[config.mk]
export PLATFORM = sky130hd
export DESIGN_NAME = sap1_program_loader
export DESIGN_NICKNAME = d
export VERILOG_FILES = /design/src/rtl/sap1_program_loader.sv
export SDC_FILE = /design/constraint.sdc
export NUM_CORES = 1
export LEC_CHECK = 0
export ABC_AREA = 1
export CORE_ASPECT_RATIO = 0.5
export CORE_MARGIN = 1.5
export CORE_UTILIZATION = 40
export CTS_CLUSTER_DIAMETER = 80
export CTS_CLUSTER_SIZE = 40
export DETAILED_ROUTE_END_ITERATION = 10
export DONT_BUFFER_PORTS = 1
export GPL_TIMING_DRIVEN = 0
export PLACE_DENSITY = 0.55
export SKIP_LAST_GASP = 1
export SLEW_MARGIN = 30
export SYNTH_ARGS = -nofsm -noshare
export SYNTH_HDL_FRONTEND = slang
export SYNTH_SLANG_ARGS = --single-unit
[constraint.sdc]
create_clock -name CLK -period 1.6 [get_ports CLK]
set_input_delay 0.16 -clock CLK [delete_from_list [all_inputs] [get_ports CLK]]
set_output_delay 0.16 -clock CLK [all_outputs]
set_load 0.02 [all_outputs]
[src/rtl/sap1_program_loader.sv]
// SAP-1 program loader: streams words over valid/ready into RAM via the programmer mux.
// One word per WRITE_PULSE+3 cycles; in_ready only in WAIT, so the source is stalled everywhere else.
module sap1_program_loader #(
  parameter int ADDR_WIDTH  = 4,
  parameter int DATA_WIDTH  = 8,
  parameter int WRITE_PULSE = 1
) (
  input  logic                  CLK,
  input  logic                  CLR,
  input  logic                  start,
  input  logic [DATA_WIDTH-1:0] in_data,
  input  logic                  in_valid,
  input  logic                  in_last,
  output logic                  in_ready,
  output logic [ADDR_WIDTH-1:0] prog_address,
  output logic [DATA_WIDTH-1:0] prog_data,
  output logic                  run_or_prog,
  output logic                  WE_bar,
  output logic                  cpu_CLR,
  output logic                  busy,
  output logic                  done,
  output logic [ADDR_WIDTH:0]   words_written
);

  typedef enum logic [2:0] {
    S_IDLE   = 3'd0,
    S_WAIT   = 3'd1,
    S_SETUP  = 3'd2,
    S_WRITE  = 3'd3,
    S_HOLD   = 3'd4,
    S_FINISH = 3'd5
  } state_e;

  localparam int                  CW         = (WRITE_PULSE > 1) ? $clog2(WRITE_PULSE) : 1;
  localparam logic [CW-1:0]       PULSE_LAST = CW'(WRITE_PULSE - 1);
  localparam logic [ADDR_WIDTH-1:0] ADDR_MAX = '1;

  state_e state_q, state_d;

  logic [ADDR_WIDTH-1:0] addr_q, addr_d;
  logic [DATA_WIDTH-1:0] data_q, data_d;
  logic                  last_q, last_d;
  logic [ADDR_WIDTH:0]   ww_q, ww_d;
  logic [CW-1:0]         cnt_q, cnt_d;
  logic                  we_bar_q, we_bar_d;
  logic                  rop_q, rop_d;
  logic                  cpu_clr_q, cpu_clr_d;
  logic                  busy_q, busy_d;
  logic                  done_q, done_d;

  // State register
  always_ff @(posedge CLK) begin
    if (CLR) begin
      state_q <= S_IDLE;
    end else begin
      state_q <= state_d;
    end
  end

  // Next-state logic
  always_comb begin
    state_d = state_q;
    case (state_q)
      S_IDLE:   if (start) state_d = S_WAIT;
      S_WAIT:   if (in_valid) state_d = S_SETUP;
      S_SETUP:  state_d = S_WRITE;
      S_WRITE:  if (cnt_q == PULSE_LAST) state_d = S_HOLD;
      // The address never wraps: filling the top word ends the load on its own.
      S_HOLD:   state_d = (last_q || addr_q == ADDR_MAX) ? S_FINISH : S_WAIT;
      S_FINISH: state_d = S_IDLE;
      default:  state_d = S_IDLE;
    endcase
  end

  // Output and datapath next values; strobes are decoded from the next state
  // so every output is a flop aligned with the state it belongs to.
  always_comb begin
    addr_d    = addr_q;
    data_d    = data_q;
    last_d    = last_q;
    ww_d      = ww_q;
    cnt_d     = cnt_q;
    we_bar_d  = (state_d != S_WRITE);
    rop_d     = (state_d == S_IDLE) || (state_d == S_FINISH);
    cpu_clr_d = (state_d != S_IDLE);
    busy_d    = (state_d != S_IDLE);
    done_d    = (state_d == S_FINISH);
    case (state_q)
      S_IDLE: begin
        if (start) begin
          addr_d = '0;
          ww_d   = '0;
        end
      end
      S_WAIT: begin
        if (in_valid) begin
          data_d = in_data;
          last_d = in_last;
        end
      end
      S_SETUP: cnt_d = '0;
      S_WRITE: begin
        if (cnt_q == PULSE_LAST) begin
          ww_d = ww_q + 1'b1;
        end else begin
          cnt_d = cnt_q + CW'(1);
        end
      end
      S_HOLD: begin
        if (state_d == S_WAIT) addr_d = addr_q + 1'b1;
      end
      default: ;
    endcase
  end

  always_ff @(posedge CLK) begin
    if (CLR) begin
      addr_q    <= '0;
      data_q    <= '0;
      last_q    <= 1'b0;
      ww_q      <= '0;
      cnt_q     <= '0;
      we_bar_q  <= 1'b1;
      rop_q     <= 1'b1;
      cpu_clr_q <= 1'b0;
      busy_q    <= 1'b0;
      done_q    <= 1'b0;
    end else begin
      addr_q    <= addr_d;
      data_q    <= data_d;
      last_q    <= last_d;
      ww_q      <= ww_d;
      cnt_q     <= cnt_d;
      we_bar_q  <= we_bar_d;
      rop_q     <= rop_d;
      cpu_clr_q <= cpu_clr_d;
      busy_q    <= busy_d;
      done_q    <= done_d;
    end
  end

  assign in_ready      = (state_q == S_WAIT);
  assign prog_address  = addr_q;
  assign prog_data     = data_q;
  assign run_or_prog   = rop_q;
  assign WE_bar        = we_bar_q;
  assign cpu_CLR       = cpu_clr_q;
  assign busy          = busy_q;
  assign done          = done_q;
  assign words_written = ww_q;

endmodule

# [After elaboration in Yosys (flattened, before gate mapping)]
# Index checks and enable logic that the tools add are counted.
[word_totals] regBits=26 input_bits=13 n_memories=0 output_inout_bits=23 latch_bits=0 romBits=0 wordCells=48 ramBits=0
[classes] bitwise_logic=0 muxes=13 order_cmp=0 n_reduce_logical=11 n_div=0 n_shift=0 multipliers=0 n_eq_ne=11 add_sub_neg=3
[ops] op="3-bit one-hot mux with 5 select lines" n=1
[ops] op="3-bit 2-to-1 mux" n=4
[ops] op="5-bit 2-to-1 mux" n=2
[ops] op="5-bit one-hot mux with 2 select lines" n=1
[ops] op="4-bit 2-to-1 mux" n=2
[ops] op="4-bit one-hot mux with 2 select lines" n=1
[ops] op="3-bit by 1-bit == test with 1-bit output (second input constant)" n=2
[ops] op="3-bit by 2-bit == test with 1-bit output (second input constant)" n=2
[ops] op="3-bit == test (second input constant)" n=2
[ops] op="3-bit logical NOT" n=2
[ops] op="2-bit != test (second input constant)" n=3
[ops] op="3-bit AND reduction" n=2
[ops] op="2-bit nonzero test" n=3
[ops] op="5-bit by 1-bit adder with 5-bit output (second input constant)" n=1
[ops] op="4-bit by 1-bit adder with 4-bit output (second input constant)" n=1
[ops] op="4-bit == test (second input constant)" n=1
[ops] op="3-bit by 2-bit != test with 1-bit output (second input constant)" n=1
[ops] op="3-bit nonzero test" n=1
[ops] op="1-bit logical OR" n=2
[ops] op="1-bit one-hot mux with 2 select lines" n=1
[ops] op="2-bit AND reduction" n=1
[ops] op="1-bit adder (second input constant)" n=1
[ops] op="1-bit 2-to-1 mux" n=1

# [Logic depth before layout (Yosys ltp)]
# Gate-level depths: netlist of the first run.
[depth] depth_word=7 ltp_mapped=8 mapped_depth_nobuf=8

# [Least setup slack after synthesis of the first run]
# Ideal clock, no wire load.
[synth_path] path_kind="flip-flop to flip-flop" startpoint="reg addr_q[0] (netlist: prog_address[0])" endpoint="reg addr_q[0] (netlist: prog_address[0])" setup_time_ns=0.113 t_arrival_ns=1.267 path_slack_ns=0.220 t_required_ns=1.487 n_path_buf=0 period_less_slack_ns=1.380 path_stages_with_launch=9 cell_sequence="dfxtp_1 ha_1 nand3_1 nand2_1 nor2_1 nor2_2 nand2_1 nand2_1 nor2_1"
[synth_between] elab_chain_len=7 word_cells_on_any_way=10 cone_classes="add/sub (1); eq/ne (3); mux (4); reduce/logical (2)"
[synth_rtl] item="start: declaration" line_no="40" text="logic [ADDR_WIDTH-1:0] addr_q, addr_d;"
[synth_rtl] item="start signal: assignment" line_no="129" text="addr_q <= addr_d;"
[synth_rtl] item="4-bit == test" line_no="69" text="S_HOLD: state_d = (last_q || addr_q == ADDR_MAX) ? S_FINISH : S_WAIT;"
[synth_rtl] item="1-bit logical OR" line_no="69"
[synth_rtl] item="3-bit 2-to-1 mux" line_no="69"
[synth_rtl] item="3-bit one-hot mux with 5 select lines" line_no="63" text="case (state_q)"
[synth_rtl] item="3-bit by 1-bit == test with 1-bit output" line_no="110" text="if (state_d == S_WAIT) addr_d = addr_q + 1'b1;"
[synth_rtl] item="2-bit != test (no source line)"
[synth_rtl] item="3-bit AND reduction (no source line)"
# Several ways; a longest one is shown, not always the timed one. The select of a mux whose other input is x is not followed.
# A chain may end at the register's enable or synchronous reset.

# [Worst setup path after layout of the first run]
# Ends and elaborated chain as after synthesis.

==> results of run 1 <==
-- registers in the layout, indices dropped and copies added, names as in the netlist --
signal / cells
words_written: 5
last_q: 1
busy: 1
WE_bar: 1
state_q: 3
done: 1
prog_data: 8
run_or_prog: 1
prog_address: 4
-- what timing repair did --
action | CTS | global route
endpoints found under the setup margin | 0 | 4
hold endpoints to repair | 4 | 0
resized for setup | 0 | 3
hold buffers | 1 | 0
-- final timing paths --
path / start / slack (ns) / end
hold / removal: in_data[1] / 0.03 / prog_data[1]
setup reg to reg: prog_address[0] / 0.21 / prog_address[0]
setup / recovery: prog_address[0] / 0.21 / prog_address[0]
hold reg to reg: last_q / 0.48 / last_q
-- metrics by stage --
stage               hold WS (ns)  std cells  area, µm²  power, mW  utilization, %
global route             0.02473        197       1190      1.359           46.01
finish                   0.03039        197       1190      1.273           46.01
floorplan                 0.2291        155       1081     0.8828               -
global placement          0.2333        192       1127     0.9156           43.59
detailed placement        0.2351        192       1127     0.9183           43.59
CTS                      0.02296        197       1182      1.292           45.72
-- placed cells by master (no fill, tap or decap), drive strengths merged --
cell type     n
nand3         7
o21ai        19
xnor2         1
buf           2
clkbuf        6
ha            2
nand4         1
nor2         43
dlygate4sd3   1
inv          22
nand2        25
nor3          2
a21oi         4
dfxtp        25
-- synth_stat cells --
master and n:
buf_6 1, nand2_1 25, buf_4 1, o21ai_0 18, xnor2_1 1, nor2_1 41, a21oi_1 4, nand3_1 7
nand4_1 1, inv_1 21, nor3_1 1, nor3_4 1, nor2_2 2, o21ai_1 1, dfxtp_1 25, clkbuf_1 2
inv_2 1, ha_1 2
-- report_power, final --
| group | switching, mW | internal [mW] |
|---|---|---|
| Clock | 0.185 | 0.178 |
| Sequential | 0.0779 | 0.666 |
| Combinational | 0.108 | 0.0581 |
-- routing by layer --
layer / GRT usage, % / part of all wire [%] / wire (µm)
met1: 19.84 / 49 / 1100
met2: 26.12 / 43 / 955
met3: 6.279 / 7.6 / 169
met4: 2.778 / 0.27 / 6
met5: 0 / 0 / 0
-- layout make-up --
| cell class | count | area, µm² |
|---|---|---|
| inverters | 22 | 82.58 |
| fillers | 278 | 1396 |
| plain buffers | 4 | 26.28 |
| clock buffers | 4 | 45.04 |
| well taps | 37 | 46.29 |
| flip-flops and latches | 25 | 503.0 |
| repair buffers | 1 | 10.01 |
| multi-input cells | 104 | 476.7 |
-- worst register-to-register path, cell delays in order (launching register included) --
cell and delay (ns):
dfxtp_2 0.45, ha_1 0.22, nand3_1 0.09, nand2_1 0.13, nor2_1 0.08, nor2_4 0.15
nand2_1 0.07, nand2_1 0.06, nor2_1 0.04
-- cell families after synthesis --
| group | Yosys count |
|---|---|
| AND/OR/NAND/NOR | 78 |
| buffers and inverters | 26 |
| flip-flops | 25 |
| AO/OA/AOI/OAI | 23 |
| adder cells (fa/ha/maj) | 2 |
| XOR/XNOR | 1 |
==> results.cfg, run 1 <==
[outcome]
outcome = finished clean

[yosys]
yosysUniqueCellTypes = 18
synth_compound_area_share_pct = 10.65
syn-cell-area_um2 = 1081
synth_top_family_by_area = simple AND/OR/NAND/NOR gates
yosys.area_share.adder_pct = 2.315
synth_area_leader_cell = dfxtp_1
seq_area_frac_synth_pct = 46.30
synth_top_area_share_pct = 46.30
syn_avg_cell_area_um2 = 6.974
yosys_warnings = 0
synthTopCellsByArea = dfxtp_1 46%, nor2_1 14%, nand2_1 8.7%
syn-num-nets = 170
synth-xor-area-share_pct = 0.8102
synth_mux_area_share_pct = 0
syn-instance-count = 155
synth-simple-area-share_pct = 29.86
ys_seq_elements = 25

[timing]
finalHoldViolCount = 0
finClkSkew_ns = 0.002967
rsz0062_at_grt = no
worstMarginPinSlew_ns = 0.4514
min_period_ns = 1.395
finalMaxSlewViolations = 0
finalCritPeriodShare_pct = 87.17
slew_headroom_pct = 69.91
fin_setup_tns_ns = 0
fin_ws_ns = 0.2053
fmax_mhz = 717.0
setup_viol = 0

[cts]
cts.sinks = 25
clk_pin_slew_ns = 0.08
cts_buffers = 3
cts_setup_buffers = 0
clock_tree.root_cell = clkbuf_8
cts_tree = yes
htreeDepth = 1
clockBufferDepth = 2
clkLatencyLatePin_ns = 0.26

[cells_and_area]
nNetsFinal = 176
drive_gt1_share_pct = 6.875
antenna_cells = 0
areaGrowthSynthToFinish_pct = 10.07

[worst_setup_path]
reg2regPathDepth = 8
startpoint_type = flop
crit_chain = ha_1 > nand3_1 > nand2_1 > nor2_1 > nor2_4 > nand2_1 > nand2_1 > nor2_1
max_stage_delay_ns = 0.45
cp_num_buf_inv = 0
critical_path_depth = 8
crit_required_ns = 1.76
crit_top_cell = nand2_1
worstPathArrival_ns = 1.56
crit_fanout = 6
cp_slowest_cell = dfxtp_2
cp-end-kind = flop
crit_family = simple AND/OR/NAND/NOR gates
worstSetupPathType = flop to flop

[drt]
vias = 917
wl_um = 2231
final_antenna_net_count = 0
route.detailed.drc = 0
drt_first_pass_iters = 4
initialDrtViolationCount = 25
via_per_inst = 4.655
wl_per_cell_um = 11.32

[place]
gp_congestion = 0.8011
dpl_worst_slack_ns = 0.02209
port_buffers = 0
dp_hpwl_um = 1628

[grt]
antenna_found_initial = 0
grt_pass1_vias = 796
grt_pass1_wl_um = 3491
grt_max_degree = 14
gr-total-overflow = 0
track_usage_pct = 15.73

[floorplan]
core_um2 = 2586
dieArea_um2 = 3042
die_x_um = 76.52
ioPinCount = 36
initial_utilization_pct = 41.80
die_h_um = 39.76
rows = 13

[min_path]
min-delay-path-class = input pin to flop
holdPathStages = 2

[pwr]
cellPowerDensity_nw_per_um2 = 1070
peakVddDrop_uv = 369.4
power.leakage_nw = 0.5296

[run]
drv_cap = 0
(Power assumes the default switching activity.)
==> inputs of run 2 (changes only) <==
- RECOVER_POWER: unset -> 50
- REMOVE_ABC_BUFFERS: unset -> 1
==> results.cfg, run 2 (synthesis gave the netlist of run 1 again) <==
[floorplan]
ioPinCount = 36
core_um2 = 2586
die_x_um = 76.52
rows = 13
initial_utilization_pct = 41.80
dieArea_um2 = 3042
die_h_um = 39.76

[grt]
track_usage_pct = 13.82
grt_pass1_wl_um = 3146
grt_max_degree = 22
antenna_found_initial = 0
grt_pass1_vias = 719
grt_use_met2_pct = 25.45
met3_usage_pct = 6.744
busiest_layer = met2
grt_util_met1_pct = 15.48
gr-total-overflow = 0

[pwr]
power.leakage_nw = 0.5182
p_seq_share_pct = 57.9
p_int_mw = 0.8968
swShare_pct = 30.66
cellPowerDensity_nw_per_um2 = 1107
pwr-share-clk_pct = 30.7
p_sw_mw = 0.3965
peakVddDrop_uv = 379.3
p_comb_share_pct = 11.4

[timing]
fmax_mhz = 688.6
worstMarginPinSlew_ns = 0.5972
rsz0062_at_grt = no
fin_ws_ns = 0.1479
finClkSkew_ns = 0.005596
min_period_ns = 1.452
finalCritPeriodShare_pct = 90.76
setup_viol = 0
fin_setup_tns_ns = 0
finalMaxSlewViolations = 0
finalHoldViolCount = 0
slew_headroom_pct = 60.14

[drt]
via_per_inst = 4.549
route.detailed.drc = 0
wl_um = 2039
wl_per_cell_um = 10.56
initialDrtViolationCount = 18
drt_first_pass_iters = 4
vias = 878
final_antenna_net_count = 0

[cells_and_area]
drive_gt1_share_pct = 6.410
antenna_cells = 0
areaGrowthSynthToFinish_pct = 8.102
stdcell_area_um2 = 1169
nNetsFinal = 172
largest_reg_flops = 8
mostFrequentLayoutCells = 41 x nor2_1, 25 x nand2_1, 23 x dfxtp_1, 21 x inv_1, 18 x o21ai_0
final_common_cell = nor2_1
final_util_pct = 45.19

[worst_setup_path]
crit_top_cell = nand2_1
max_stage_delay_ns = 0.45
crit_required_ns = 1.77
worstSetupPathType = flop to flop
startpoint_type = flop
crit_fanout = 6
cp_slowest_cell = dfxtp_2
reg2regPathDepth = 8
cp-end-kind = flop
worstPathArrival_ns = 1.62
crit_chain = ha_1 > nand3_1 > nand2_1 > nor2_1 > nor2_2 > nand2_1 > nand2_1 > nor2_1

[cts]
clkLatencyLatePin_ns = 0.27
cts_tree = yes
clockBufferDepth = 2
cts.sinks = 25
htreeDepth = 1
clk_pin_slew_ns = 0.10
clock_tree.root_cell = clkbuf_8
cts_buffers = 3

[place]
gp_congestion = 0.7476
dpl_worst_slack_ns = 0.02186
port_buffers = 0
place_area_um2 = 1101
dp_hpwl_um = 1453

[min_path]
min-delay-path-class = input pin to flop
holdPathStages = 2

[run]
drv_cap = 0

[outcome]
outcome = finished clean
## run 2: cell types whose count changed in the layout (fill, tap and decap cells not counted)
cell,before,now
clkbuf_1,3,0
inv_6,0,1
buf_4,1,0
buf_6,1,0
## run 2: cell type report
cell class / instances / area (µm²)
clock buffers: 3 / 41.29
clock inverters: 1 / 8.758
fillers: 263 / 1418
inverters: 22 / 82.58
multi-input cells: 104 / 476.7
flip-flops and latches: 25 / 503.0
well taps: 37 / 46.29
repair buffers: 1 / 10.01
## run 2: what timing repair did
| action | CTS | global route |
|---|---|---|
| hold endpoints to repair | 4 | 0 |
| hold buffers | 1 | 0 |
| resized for setup | 0 | 3 |
| buffers inserted | 0 | 0 |
| setup endpoints to repair | 0 | 5 |
## run 2: power groups by stage
stage	clock network [mW]	logic [mW]	registers [mW]
after floorplan	0	0.118	0.754
after global placement	0	0.141	0.762
after detailed placement	0	0.143	0.762
after CTS	0.413	0.146	0.748
after global routing	0.443	0.172	0.755
final	0.397	0.148	0.748
## run 2: final timing paths
| path | start | to | slack [ns] |
|---|---|---|---|
| min | in_data[0] | prog_data[0] | 0.02 |
| max | prog_address[0] | prog_address[0] | 0.15 |
| min reg2reg | last_q | last_q | 0.47 |
| max reg2reg | prog_address[0] | prog_address[0] | 0.15 |
## run 2: layer usage
metal | routed length, µm | share of wire (%)
met1 | 1047 | 51
met2 | 869 | 43
met3 | 121 | 5.9
met4 | 0 | 0
met5 | 0 | 0
## run 2: worst max-delay path: cells and delay by family, from the launching register on
kind / cells / cell delay (ns)
adders and majority gates: 1 / 0.22
DFF: 1 / 0.45
and+or+nand+nor: 7 / 0.69
## run 2: through the flow
stage / hold WS, ns / power [mW] / instances
2_1_floorplan: 0.2291 / 0.8716 / 151
3_3_place_gp: 0.2305 / 0.9029 / 188
3_5_place_dp: 0.2331 / 0.9050 / 188
4_1_cts: 0.01398 / 1.307 / 193
5_1_grt: 0.01871 / 1.369 / 193
6_report: 0.01969 / 1.293 / 193
==> inputs of run 3 (changes only) <==
- CTS_BUF_LIST: unset -> sky130_fd_sc_hd__clkbuf_4
==> results.cfg, run 3 (synthesis gave the netlist of run 1 again) <==
[timing]
finalHoldViolCount = 0
fin_setup_tns_ns = 0
finalMaxSlewViolations = 0
fin_ws_ns = 0.1404
setup_viol = 0
fmax_mhz = 685.1
worstMarginPinSlew_ns = 0.5994
finClkSkew_ns = 0.01138
rsz0062_at_grt = no
hold_ws_ns = 0.07858
min_period_ns = 1.460
finalCritPeriodShare_pct = 91.23
slew_headroom_pct = 60.00

[cts]
cts_buffers = 3
clkLatencyLatePin_ns = 0.33
htreeDepth = 1
clockBufferDepth = 2
clock_tree.root_cell = clkbuf_4
cts_setup_buffers = 0
cts_tree = yes
clk_pin_slew_ns = 0.15
cts.sinks = 25

[place]
dpl_worst_slack_ns = 0.02186
dp_hpwl_um = 1453
port_buffers = 0
place_area_um2 = 1101
gp_congestion = 0.7476
dp.cells = 188

[worst_setup_path]
crit_fanout = 6
crit_required_ns = 1.83
worstPathArrival_ns = 1.69
cp-end-kind = flop
worstSetupPathType = flop to flop
startpoint_type = flop

[pwr]
peakVddDrop_uv = 369.9
fin_total_pwr_mw = 1.224
power.leakage_nw = 0.5481
cellPowerDensity_nw_per_um2 = 986.9

[floorplan]
die_x_um = 76.52
rows = 13
ioPinCount = 36
dieArea_um2 = 3042
core_um2 = 2586
die_h_um = 39.76
initial_utilization_pct = 41.80

[grt]
antenna_found_initial = 0
gr-total-overflow = 0
track_usage_pct = 15.22
grt_pass1_wl_um = 3401
grt_max_degree = 22
grt_pass1_vias = 780

[cells_and_area]
fill_cells = 259
final_cells = 202
final_util_pct = 47.94
mostFrequentLayoutCells = 41 x nor2_1, 25 x nand2_1, 23 x dfxtp_1, 21 x inv_1, 18 x o21ai_0
stdcell_area_um2 = 1240
largest_reg_flops = 8
nNetsFinal = 181
drive_gt1_share_pct = 6.061
areaGrowthSynthToFinish_pct = 14.70
final_common_cell = nor2_1
antenna_cells = 0

[drt]
drt_first_pass_iters = 6
wl_per_cell_um = 10.89
via_per_inst = 4.653
route.detailed.drc = 0
wl_um = 2200
initialDrtViolationCount = 33
final_antenna_net_count = 0
vias = 940

[outcome]
outcome = finished clean

[min_path]
min-delay-path-class = input pin to flop

[run]
drv_cap = 0
run 3: power breakdown:
part           switching [mW]  leakage [nW]  internal, mW
clock                   0.206        0.0183         0.102
sequential             0.0826         0.205         0.667
combinational           0.104         0.325        0.0627
total                   0.392         0.548         0.831
run 3: final cells by class:
cell class / instances / area, µm² / share of cell area, %
clock inverters: 1 / 8.758 / 0.7064
flip-flops and latches: 25 / 503.0 / 40.57
clock buffers: 3 / 22.52 / 1.816
repair buffers: 10 / 100.1 / 8.073
multi-input cells: 104 / 476.7 / 38.45
well taps: 37 / 46.29 / 3.734
inverters: 22 / 82.58 / 6.660
run 3: layer usage:
metal	global-route usage [%]	routed length (µm)	up-vias
met1	16.07	1028	414
met2	29.24	1051	27
met4	4.167	0	0
li1	-	-	499
met3	6.512	121	0
met5	0	0	-
run 3: worst paths after layout:
path / to / from / depth (start not counted) / slack [ns]
max: prog_address[0] / prog_address[0] / 8 / 0.14
max reg2reg: prog_address[0] / prog_address[0] / 8 / 0.14
min reg2reg: last_q / last_q / 2 / 0.47
min: state_q[0] / in_valid / 3 / 0.08
run 3: critical path, cell delays in order (launching register included):
cell	delay, ns
dfxtp_2	0.47
ha_1	0.22
nand3_1	0.09
nand2_1	0.14
nor2_1	0.06
nor2_2	0.20
nand2_1	0.08
nand2_1	0.07
nor2_1	0.05
run 3: repair_timing:
item | CTS | global route
resized for setup | 0 | 3
hold buffers | 9 | 1
setup endpoints to repair | 0 | 8
hold endpoints to repair | 12 | 1
